**src/rtl/nsa_pkg.sv**
```systemverilog
// Shared types and constants for the nibble-serial add/subtract engine.
package nsa_pkg;

    // Operation sequencing: wait for operands, walk the nibbles, hold the result.
    typedef enum logic [1:0] {
        IDLE = 2'd0,
        RUN  = 2'd1,
        DONE = 2'd2
    } state_t;

    // Width of the combinational adder slice.
    localparam int NIBBLE_W = 4;

    // Index counter width; kept at least one bit so a single-nibble engine still has a counter.
    function automatic int idx_width(input int nib);
        return (nib > 1) ? $clog2(nib) : 1;
    endfunction

endpackage

```
**src/rtl/nibble_add4.sv**
```systemverilog
// 4-bit combinational adder slice. Also exposes the carry into bit 3 so the
// caller can form the two's-complement overflow flag on the top nibble.
module nibble_add4 (
    input  logic [3:0] a,
    input  logic [3:0] b,
    input  logic       ci,
    output logic [3:0] s,
    output logic       co,
    output logic       c3
);

    logic [3:0] w_lo;
    logic [1:0] w_hi;

    // Split at bit 3 so the internal carry into the sign position is visible.
    always_comb begin
        w_lo = {1'b0, a[2:0]} + {1'b0, b[2:0]} + {3'b000, ci};
        c3   = w_lo[3];
        w_hi = {1'b0, a[3]} + {1'b0, b[3]} + {1'b0, w_lo[3]};
        s    = {w_hi[0], w_lo[2:0]};
        co   = w_hi[1];
    end

endmodule

```
**src/rtl/nibble_serial_adder.sv**
```systemverilog
// Multi-cycle add/subtract engine: one operand pair per handshake, processed
// one nibble per clock (LS nibble first) through a single 4-bit slice.
module nibble_serial_adder
    import nsa_pkg::*;
#(
    parameter int WIDTH = 16
) (
    input  logic             clk,
    input  logic             rst_n,
    input  logic             in_valid,
    output logic             in_ready,
    input  logic [WIDTH-1:0] in_a,
    input  logic [WIDTH-1:0] in_b,
    input  logic             in_sub,
    input  logic             in_cin,
    output logic             out_valid,
    input  logic             out_ready,
    output logic [WIDTH-1:0] out_sum,
    output logic             out_cout,
    output logic             out_zero,
    output logic             out_ovf
);

    localparam int NIB   = WIDTH / NIBBLE_W;
    localparam int IDX_W = idx_width(NIB);
    localparam logic [IDX_W-1:0] LAST_IDX = IDX_W'(NIB - 1);

    state_t             r_state;
    state_t             w_state_next;
    logic [IDX_W-1:0]   r_idx;
    logic [WIDTH-1:0]   r_a;
    logic [WIDTH-1:0]   r_b;
    logic               r_carry;
    logic [WIDTH-1:0]   r_acc;
    logic [WIDTH-1:0]   r_sum;
    logic               r_cout;
    logic               r_zero;
    logic               r_ovf;

    logic [3:0]         w_s;
    logic               w_co;
    logic               w_c3;
    logic               w_last;
    logic [WIDTH-1:0]   w_acc_shift;

    // Operands are shifted right each RUN cycle, so the active nibble is always at the bottom.
    nibble_add4 u_slice (
        .a  (r_a[NIBBLE_W-1:0]),
        .b  (r_b[NIBBLE_W-1:0]),
        .ci (r_carry),
        .s  (w_s),
        .co (w_co),
        .c3 (w_c3)
    );

    // New sum nibble enters at the top; after NIB shifts nibble 0 sits at the bottom.
    always_comb begin
        w_acc_shift = (WIDTH'(w_s) << (WIDTH - NIBBLE_W)) | (r_acc >> NIBBLE_W);
        w_last      = (r_state == RUN) && (r_idx == LAST_IDX);
    end

    // State register.
    always_ff @(posedge clk or negedge rst_n) begin
        if (!rst_n) begin
            r_state <= IDLE;
        end else begin
            r_state <= w_state_next;
        end
    end

    // Next-state logic and handshake outputs.
    always_comb begin
        w_state_next = r_state;
        in_ready     = 1'b0;
        out_valid    = 1'b0;
        case (r_state)
            IDLE: begin
                in_ready = 1'b1;
                if (in_valid) begin
                    w_state_next = RUN;
                end
            end
            RUN: begin
                if (w_last) begin
                    w_state_next = DONE;
                end
            end
            DONE: begin
                out_valid = 1'b1;
                if (out_ready) begin
                    w_state_next = IDLE;
                end
            end
            default: w_state_next = IDLE;
        endcase
    end

    // Datapath: latch operands on accept, walk nibbles in RUN, capture result on the last nibble.
    always_ff @(posedge clk or negedge rst_n) begin
        if (!rst_n) begin
            r_idx   <= '0;
            r_a     <= '0;
            r_b     <= '0;
            r_carry <= 1'b0;
            r_acc   <= '0;
            r_sum   <= '0;
            r_cout  <= 1'b0;
            r_zero  <= 1'b0;
            r_ovf   <= 1'b0;
        end else begin
            case (r_state)
                IDLE: begin
                    if (in_valid) begin
                        // Subtract as A + ~B + ~borrow_in.
                        r_a     <= in_a;
                        r_b     <= in_b ^ {WIDTH{in_sub}};
                        r_carry <= in_cin ^ in_sub;
                        r_acc   <= '0;
                        r_idx   <= '0;
                    end
                end
                RUN: begin
                    r_a     <= r_a >> NIBBLE_W;
                    r_b     <= r_b >> NIBBLE_W;
                    r_acc   <= w_acc_shift;
                    r_carry <= w_co;
                    if (w_last) begin
                        r_sum  <= w_acc_shift;
                        r_cout <= w_co;
                        r_ovf  <= w_c3 ^ w_co;
                        r_zero <= (w_acc_shift == '0);
                    end else begin
                        r_idx  <= r_idx + 1'b1;
                    end
                end
                default: begin
                end
            endcase
        end
    end

    assign out_sum  = r_sum;
    assign out_cout = r_cout;
    assign out_zero = r_zero;
    assign out_ovf  = r_ovf;

endmodule

```
**config.mk**
```make
export PLATFORM = sky130hd
export DESIGN_NAME = nibble_serial_adder
export DESIGN_NICKNAME = d
export VERILOG_FILES = /design/src/rtl/nsa_pkg.sv /design/src/rtl/nibble_add4.sv /design/src/rtl/nibble_serial_adder.sv
export SDC_FILE = /design/constraint.sdc
export NUM_CORES = 1
export LEC_CHECK = 0
export CORE_ASPECT_RATIO = 0.8
export CORE_UTILIZATION = 25
export CTS_BUF_LIST = sky130_fd_sc_hd__clkbuf_4
export CTS_CLUSTER_SIZE = 12
export DETAILED_ROUTE_END_ITERATION = 8
export GPL_ROUTABILITY_DRIVEN = 0
export SYNTH_ARGS = -nofsm -noshare
export SYNTH_HDL_FRONTEND = slang
export SYNTH_SLANG_ARGS = --single-unit
```
**constraint.sdc**
```tcl
create_clock -name clk -period 1.8 [get_ports clk]
set_input_delay 0.18 -clock clk [delete_from_list [all_inputs] [get_ports clk]]
set_output_delay 0.18 -clock clk [all_outputs]
set_load 0.05 [all_outputs]
```
==> impl_metrics.ini, run 1 <==
[power]
leakage_nw = 2.03
power.density_nw_per_um2 = 1850
ir_drop_mv = 0.748

[worst_setup_path]
cp.required_ps = 2150
critical_path.startpoint_type = flip-flop
critical_path.endpoint_type = flip-flop
regToRegStartpoint = r_a[2]
worstSetupPathType = flip-flop to flip-flop
ff2ff_path_depth = 7
cp_max_fo = 3
crit_arrival_ps = 2360
regToRegEndpoint = out_zero
r2r_setup_slack_ps = -210

[routing]
wire_per_inst_um = 13.8
drt_pass1_iterations = 4
finalWirelength_um = 7560
drtAntennaViolNets = 0
drt_first_iter_violations = 123
remaining_drc_errors = 0
num_vias = 2411
via_density_per_instance = 4.41

[logic_synthesis]
synthDominantAreaCellType = sky130_fd_sc_hd__dfrtp_1
post_synth_inst_count = 294
syn_area_um2 = 3340
synth-main-ff-cell = sky130_fd_sc_hd__dfrtp_1
avgSynthCellArea_um2 = 11.3
synth-seq-area-share = 0.510
synthDistinctLibCells = 41
yosys.area.top_type_share = 0.510
mappedNetlistNets = 338
synth_seq_cells = 68
synth_edf_count = 0
ys_top_cells_by_area = sky130_fd_sc_hd__dfrtp_1 (51%), sky130_fd_sc_hd__mux2_4 (5.4%), sky130_fd_sc_hd__nor2b_1 (4.1%)
number_of_synthesis_warnings = 0
synth-async-reset-ratio = 1.00

[outcome]
violations = setup timing
outcome = finished with violations

[floorplan]
dieHeight_um = 105
ios = 59
die_area_um2 = 13800
initial_utilization = 0.258
rows = 37
chipWidth_um = 131
core_um2 = 12900

[global_route]
initial_antenna_violation_count = 1
grt_max_degree = 69
via_count_of_the_first_global_routing_pass = 2470
globalRouteTotalUtil = 0.118
grt_first_pass_wirelength_um = 12600
grt_remaining_overflow = 0

[timing]
period_minus_slack_ps = 2010
min_period_over_period = 1.12
slew_viol_final = 0
max_fclk_mhz = 498
timing.final.ws_setup_ps = -209
rsz0062_at_grt = yes
finalSetupViolations = 1
finClkSkew_ps = 6.54
worst-slew-pin-transition_ps = 499
slew_headroom = 0.667
number_of_endpoints_with_negative_hold_slack_in_the_final_report = 0

[final_layout]
nets = 410
post-route-util = 0.345
layout-drive-gt1-share = 0.191
area_growth_synth_to_finish_pct = 33.4
post_route_design_area_um2 = 4450

[cts]
cts_htree_levels = 3
clock_buffer_count_from_cts = 9
numClockSinks = 68
clkSlewWorstSetupHoldPaths_ps = 100
cts.path.max_buffers = 2
clock_tree_from_tritoncts = built
clkLatencyLatePin_ps = 420
clock_tree.root_cell = sky130_fd_sc_hd__clkbuf_4

[run]
drv_cap = 0

[placement]
buffer_ports.inserted = 58
dp_hpwl_um = 5280
dpl_cell_area_um2 = 4240

[hold_path]
worst_hold_path_type = primary input to async pin
[synth_stat cells, types with 2 or more instances]
| library cell | instances |
|---|---|
| sky130_fd_sc_hd__o21ai_0 | 20 |
| sky130_fd_sc_hd__a21oi_1 | 22 |
| sky130_fd_sc_hd__a22o_1 | 10 |
| sky130_fd_sc_hd__clkbuf_1 | 3 |
| sky130_fd_sc_hd__xor2_1 | 9 |
| sky130_fd_sc_hd__nor4_1 | 2 |
| sky130_fd_sc_hd__mux2_2 | 2 |
| sky130_fd_sc_hd__xnor2_1 | 9 |
| sky130_fd_sc_hd__buf_2 | 6 |
| sky130_fd_sc_hd__a22oi_1 | 5 |
| sky130_fd_sc_hd__nand2_1 | 25 |
| sky130_fd_sc_hd__o21ai_1 | 13 |
| sky130_fd_sc_hd__mux2i_1 | 12 |
| sky130_fd_sc_hd__nor2_1 | 2 |
| sky130_fd_sc_hd__nand2b_1 | 3 |
| sky130_fd_sc_hd__dfrtp_1 | 68 |
| sky130_fd_sc_hd__mux2_4 | 12 |
| sky130_fd_sc_hd__inv_1 | 7 |
| sky130_fd_sc_hd__buf_4 | 6 |
| sky130_fd_sc_hd__ha_1 | 3 |
| sky130_fd_sc_hd__buf_6 | 4 |
| sky130_fd_sc_hd__nand3_1 | 2 |
| sky130_fd_sc_hd__o22a_1 | 8 |
| sky130_fd_sc_hd__nor2b_1 | 22 |
| sky130_fd_sc_hd__fa_1 | 3 |
[state kept, by name, summed over array words and instances, names as in the netlist]
register and cells:
r_carry 1, out_ovf 1, out_zero 1, r_acc 12, out_cout 1, out_sum 16
r_idx 2, r_b 16, r_state 2, r_a 16
[critical path, cell delays in order, from the launching register on]
cell and delay, ps:
sky130_fd_sc_hd__dfrtp_1 440, sky130_fd_sc_hd__ha_4 310, sky130_fd_sc_hd__nand3_2 80, sky130_fd_sc_hd__and2_4 140, sky130_fd_sc_hd__fa_2 540, sky130_fd_sc_hd__nor4b_4 190, sky130_fd_sc_hd__nand4_1 100, sky130_fd_sc_hd__o21ai_1 140
[cell usage in the layout, fill, tap and decap left out, types with 9 or more instances in the layout]
cell / count
sky130_fd_sc_hd__a21oi_1: 21
sky130_fd_sc_hd__a22o_1: 10
sky130_fd_sc_hd__buf_4: 17
sky130_fd_sc_hd__clkbuf_4: 10
sky130_fd_sc_hd__clkdlybuf4s50_1: 36
sky130_fd_sc_hd__dfrtp_1: 68
sky130_fd_sc_hd__dlygate4sd2_1: 17
sky130_fd_sc_hd__mux2_4: 12
sky130_fd_sc_hd__mux2i_1: 12
sky130_fd_sc_hd__nand2_1: 25
sky130_fd_sc_hd__nor2b_1: 21
sky130_fd_sc_hd__o21ai_0: 19
sky130_fd_sc_hd__o21ai_1: 14
sky130_fd_sc_hd__xor2_1: 9
[final cells by class]
cell class              count  area [um2]
well taps                 175         219
multi-input cells         200        1550
fillers                  1302        8470
repair buffers             80         797
diodes                      1        2.50
clock inverters             6        78.8
inverters                   7        26.3
flip-flops and latches     68        1700
clock buffers              10        75.1
[power by group]
group          total (W)  leakage (nW)  internal (W)  switching [W]
sequential       0.00275         0.859       0.00221       0.000533
clock            0.00110        0.0876      0.000568       0.000533
combinational    0.00440          1.09       0.00211        0.00228
total            0.00824          2.03       0.00489        0.00335
[per-layer routing]
layer | global-route usage | vias up | share of wire
met2 | 0.176 | 70 | 0.46
met5 | 0 | - | 0
met1 | 0.158 | 1161 | 0.48
met4 | 0.0387 | 0 | 0.0095
met3 | 0.0414 | 6 | 0.053
li1 | - | 1174 | -
[cell families after synthesis]
family          Yosys count  synth area share
fa+ha+maj                 6            0.0293
flops                    68             0.510
mux                      26            0.0968
compound gates           83             0.157
xor+xnor                 18            0.0473
simple gates             67             0.112
buf+inv                  26            0.0473
[through the flow]
stage	setup WS, ps	power (W)	TNS [ps]	hold slack [ps]	std cells
after global routing	-343	0.00882	-463	273	547
final	-209	0.00824	-209	306	547
after global placement	-136	0.00692	-155	226	527
after CTS	-230	0.00816	-241	289	545
after floorplan	-56.8	0.00561	-56.8	-116	294
after detailed placement	-238	0.00705	-335	240	527
[worst max path at each step]
stage / start / to / slack, ps / depth (start not counted)
after floorplan: r_b[2] / out_zero / -60 / 7
after global placement: r_a[2] / out_zero / -140 / 7
after detailed placement: r_a[2] / out_zero / -240 / 7
after CTS: r_a[2] / out_zero / -230 / 7
after global routing: r_a[2] / out_zero / -340 / 7
final: r_a[2] / out_zero / -210 / 7
[repair_timing]
action,CTS,global route
hold buffers,1,0
setup buffers,1,1
resized for setup,22,8
endpoints found under the hold margin,68,0
setup endpoints to repair,23,10
pin swaps,1,4
Power figures use the tool's default switching activity.
==> inputs of run 2 (changes only) <==
- RECOVER_POWER: not set -> 25
- SKIP_LAST_GASP: not set -> 1
==> run 2 against run 1 <==
- the flow still finishes with violations (setup timing)
- power rose by 0.19%
- first-iteration DRC count shrank 2.4%
- count of clock-buffer cells in the layout did not move
- sequential power about the same
- die area unchanged
- register-to-register slack about the same
- non-clock buffer count is the same
- critical path depth unchanged
- flip-flop and latch count unchanged
- via count increased by 0.87%
- cell count unchanged
- combinational power about the same
- critical endpoint unchanged
- largest cell class unchanged
- largest power group unchanged
==> impl_metrics.ini, run 2 (same netlist as run 1, synthesis figures left out) <==
[timing]
number_of_endpoints_with_negative_hold_slack_in_the_final_report = 0
worst-slew-pin-transition_ps = 941
slew_headroom = 0.373
timing.final.ws_setup_ps = -213
min_period_over_period = 1.12
max_fclk_mhz = 497
slew_viol_final = 0
finalSetupViolations = 1
fin_hold_ws_ps = 309
rsz0062_at_grt = yes
period_minus_slack_ps = 2010
finClkSkew_ps = 5.40

[worst_setup_path]
ff2ff_path_depth = 7
regToRegEndpoint = out_zero
crit_arrival_ps = 2370
critical_path.startpoint_type = flip-flop
setup.worst_path.end = out_zero
regToRegStartpoint = r_a[2]
critical_path.endpoint_type = flip-flop
cp.required_ps = 2160
r2r_setup_slack_ps = -210
worstSetupPathType = flip-flop to flip-flop
cp_max_fo = 3
cp-startpoint = r_a[2]

[cts]
cts.path.max_buffers = 2
clock_tree_from_tritoncts = built
clkSlewWorstSetupHoldPaths_ps = 100
cts_htree_levels = 3
clkLatencyLatePin_ps = 420
numClockSinks = 68
clock_tree.root_cell = sky130_fd_sc_hd__clkbuf_4
clock_buffer_count_from_cts = 9

[routing]
wire_per_inst_um = 13.9
remaining_drc_errors = 0
drt_pass1_iterations = 4
via_density_per_instance = 4.45
drt_first_iter_violations = 120
num_vias = 2432
finalWirelength_um = 7620
drtAntennaViolNets = 0

[final_layout]
layout_common_cells = sky130_fd_sc_hd__dfrtp_1 (68), sky130_fd_sc_hd__clkdlybuf4s50_1 (36), sky130_fd_sc_hd__nand2_1 (25)
post_route_design_area_um2 = 4440
layout_commonest_cell = sky130_fd_sc_hd__dfrtp_1
layout-drive-gt1-share = 0.191
final.fill_count = 1304
area_growth_synth_to_finish_pct = 33.0
nets = 410

[global_route]
globalRouteTotalUtil = 0.118
via_count_of_the_first_global_routing_pass = 2470
grt_remaining_overflow = 0
grt_max_degree = 69
initial_antenna_violation_count = 1
grt_first_pass_wirelength_um = 12600

[floorplan]
rows = 37
core_um2 = 12900
initial_utilization = 0.258
ios = 59
chipWidth_um = 131
dieHeight_um = 105
die_area_um2 = 13800

[outcome]
outcome = finished with violations
violations = setup timing

[placement]
dpl_cell_area_um2 = 4240
buffer_ports.inserted = 58
dp_hpwl_um = 5280

[hold_path]
hold_path_depth = 2
worst_hold_path_type = primary input to flip-flop

[power]
leakage_nw = 2.03
ir_drop_mv = 0.749
power_w = 0.00826
power.density_nw_per_um2 = 1860

[run]
drv_cap = 0
-- run 2: cell types whose count changed in the layout (fill, tap and decap cells not counted), sizes merged --
cell,change
clkbuf,+1
buf,-1
-- run 2: stage by stage --
| step | utilization | setup WS, ps | setup TNS, ps | std cells |
|---|---|---|---|---|
| after floorplan | - | -56.8 | -56.8 | 294 |
| final | 0.344 | -213 | -213 | 547 |
| after detailed placement | 0.328 | -238 | -335 | 527 |
| after global placement | 0.328 | -136 | -155 | 527 |
| after CTS | 0.341 | -230 | -241 | 545 |
| after global routing | 0.344 | -343 | -463 | 547 |
-- run 2: worst max-delay path, stage by stage, from the launching register on --
cell	delay, ps
sky130_fd_sc_hd__dfrtp_1	440
sky130_fd_sc_hd__ha_4	310
sky130_fd_sc_hd__nand3_2	80
sky130_fd_sc_hd__and2_4	140
sky130_fd_sc_hd__fa_2	550
sky130_fd_sc_hd__nor4b_4	190
sky130_fd_sc_hd__nand4_1	100
sky130_fd_sc_hd__o21ai_1	140
-- run 2: worst min-delay path by stage --
stage                    from    endpoint  slack (ps)
detailed placement      rst_n  out_sum[4]         240
global placement        rst_n  out_sum[0]         230
CTS                 out_ready  r_state[1]         290
global route        out_ready  r_state[1]         270
finish              out_ready  r_state[1]         310
floorplan               rst_n    out_cout        -120
-- run 2: what timing repair did --
item / in CTS / in global routing
endpoints found under the setup margin: 23 / 10
gates resized for setup: 22 / 8
hold endpoints to repair: 68 / 0
cloned: 0 / 0
setup buffers: 1 / 1
hold buffers: 1 / 0
pin swaps: 1 / 4
-- run 2: cell type report --
class | instances | area (um2) | share of cell area
inverters | 7 | 26.3 | 0.00592
clock buffers | 10 | 75.1 | 0.0169
flip-flops and latches | 68 | 1700 | 0.383
diodes | 1 | 2.50 | 0.000564
clock inverters | 6 | 78.8 | 0.0178
well taps | 175 | 219 | 0.0493
multi-input cells | 200 | 1550 | 0.349
repair buffers | 80 | 785 | 0.177
-- run 2: routing by layer --
layer	wire length [um]	GRT usage
met5	0	0
met4	110	0.0387
met3	373	0.0414
met2	3390	0.176
met1	3750	0.158
-- run 2: power by group --
group	leakage (nW)	switching, W	internal [W]	total (W)
Combinational	1.08	0.00230	0.00211	0.00441
Clock	0.0876	0.000540	0.000568	0.00111
Sequential	0.859	0.000533	0.00221	0.00275
==> inputs of run 3 (changes only) <==
- clock period: 1.8 -> 2.4 ns (I/O delays scaled with it)
==> run 3 against run 2 <==
- the run ends with capacitance limit, slew limit left
- wire length fell by 5.0%
- sequential share of layout area grew 1.5 points
- count of clock-buffer cells in the layout decreased by 1
- cell count fell by 2.4%
- die area is the same
- flip-flop and latch count unchanged
- combinational power fell by 36%
==> impl_metrics.ini, run 3 (same netlist as run 1, synthesis figures left out) <==
[run]
drv_cap = 1

[final_layout]
post-route-util = 0.330
layout-drive-gt1-share = 0.131
seqCellArea_um2 = 1700
area_growth_synth_to_finish_pct = 27.9
layout_commonest_cell = sky130_fd_sc_hd__dfrtp_1
final.fill_count = 1316
n_antenna_cell = 0
post_route_design_area_um2 = 4270
layout_common_cells = sky130_fd_sc_hd__dfrtp_1 (68), sky130_fd_sc_hd__clkdlybuf4s50_1 (55), sky130_fd_sc_hd__nand2_1 (25)
nets = 398
multi_input_comb_area_um2 = 1480

[routing]
remaining_drc_errors = 0
drt_first_iter_violations = 136
via_density_per_instance = 4.39
wire_per_inst_um = 13.6
drtAntennaViolNets = 0
drt_pass1_iterations = 4
finalWirelength_um = 7240
num_vias = 2343

[power]
ir_drop_mv = 0.555
combPwrFrac = 0.485
leakage_nw = 1.87
intPower_w = 0.00346
clockPowerShare = 0.161
switching_power_w = 0.00239
power.share.sequential = 0.354
power.density_nw_per_um2 = 1370
netSwitchingFraction = 0.408

[worst_setup_path]
worst_path_dominant_cell_family = adder cells
critical_path.cell_chain = ha_1, nand3_1, and2_1, fa_1, nor4b_1, nand4_1, o21ai_0
crit_arrival_ps = 2440
r2r_setup_slack_ps = 320
cp_max_fo = 3
crit_slowest_cell = sky130_fd_sc_hd__fa_1
critical_path.endpoint_type = flip-flop
cp_num_buf_inv = 0
critical_path.startpoint_type = flip-flop
cp_slowest_stage_delay_ps = 510
worstSetupPathType = flip-flop to flip-flop
cp.required_ps = 2750

[timing]
number_of_endpoints_with_negative_hold_slack_in_the_final_report = 0
min_period_over_period = 0.869
finalSetupViolations = 0
period_minus_slack_ps = 2080
slew_headroom = -0.129
worst-slew-pin-transition_ps = 1690
finClkSkew_ps = 9.90
slew_viol_final = 30
rsz0062_at_grt = no
max_fclk_mhz = 480
setup-tns-final_ps = 0

[cts]
clkSlewWorstSetupHoldPaths_ps = 110
cts.path.max_buffers = 2
clock_tree_from_tritoncts = built
cts_htree_levels = 3
clock_tree.root_cell = sky130_fd_sc_hd__clkbuf_4
clkLatencyLatePin_ps = 430
numClockSinks = 68
clock_buffer_count_from_cts = 9
cts_hold_buf = 1
post-cts-setup-buffer-count = 0
cts.repair.resized = 0

[floorplan]
die_area_um2 = 13800
core_um2 = 12900
initial_utilization = 0.258
rows = 37
ios = 59
chipWidth_um = 131
dieHeight_um = 105

[placement]
dpl_cell_area_um2 = 4080
buffer_ports.inserted = 58
dp_hpwl_um = 5250

[hold_path]
worst_hold_path_type = primary input to flip-flop

[global_route]
via_count_of_the_first_global_routing_pass = 2304
globalRouteTotalUtil = 0.115
grt_first_pass_wirelength_um = 12300
grt_max_degree = 37
grt_remaining_overflow = 0
initial_antenna_violation_count = 0

[outcome]
outcome = finished with violations
violations = capacitance limit, slew limit
-- run 3: final timing paths --
kind,from,to,cells past startpoint
setup / recovery,r_b[2],out_zero,7
hold / removal,out_ready,r_state[1],2
setup reg to reg,r_b[2],out_zero,7
hold reg to reg,r_a[11],r_a[11],2
max in group asynchronous,rst_n,r_a[5],2
min in group asynchronous,rst_n,out_sum[1],2
-- run 3: stage by stage --
stage	hold WS, ps	std cells	power [W]	setup WS [ps]
3_5_place_dp	328	517	0.00497	315
5_1_grt	351	534	0.00628	162
6_report	366	534	0.00585	316
2_1_floorplan	-55.6	294	0.00417	460
4_1_cts	339	534	0.00592	280
3_3_place_gp	312	517	0.00489	353
-- run 3: cell type report --
| cell class | instances | area share |
|---|---|---|
| inverters | 7 | 0.00616 |
| multi-input cells | 200 | 0.347 |
| clock inverters | 7 | 0.0270 |
| clock buffers | 9 | 0.0158 |
| flip-flops and latches | 68 | 0.399 |
| repair buffers | 68 | 0.155 |
| well taps | 175 | 0.0513 |
-- run 3: power groups by stage --
stage / clock network [W] / logic (W) / registers [W]
6_report: 0.000941 / 0.00284 / 0.00207
5_1_grt: 0.00102 / 0.00311 / 0.00215
4_1_cts: 0.000967 / 0.00287 / 0.00208
3_5_place_dp: 0 / 0.00286 / 0.00211
3_3_place_gp: 0 / 0.00280 / 0.00208
2_1_floorplan: 0 / 0.00179 / 0.00238
-- run 3: layer usage --
metal | track usage | share of wire | vias to the layer above
li1 | - | - | 1153
met1 | 0.164 | 0.51 | 1108
met2 | 0.160 | 0.43 | 70
met3 | 0.0418 | 0.051 | 12
met4 | 0.0328 | 0.013 | 0
met5 | 0 | 0 | -
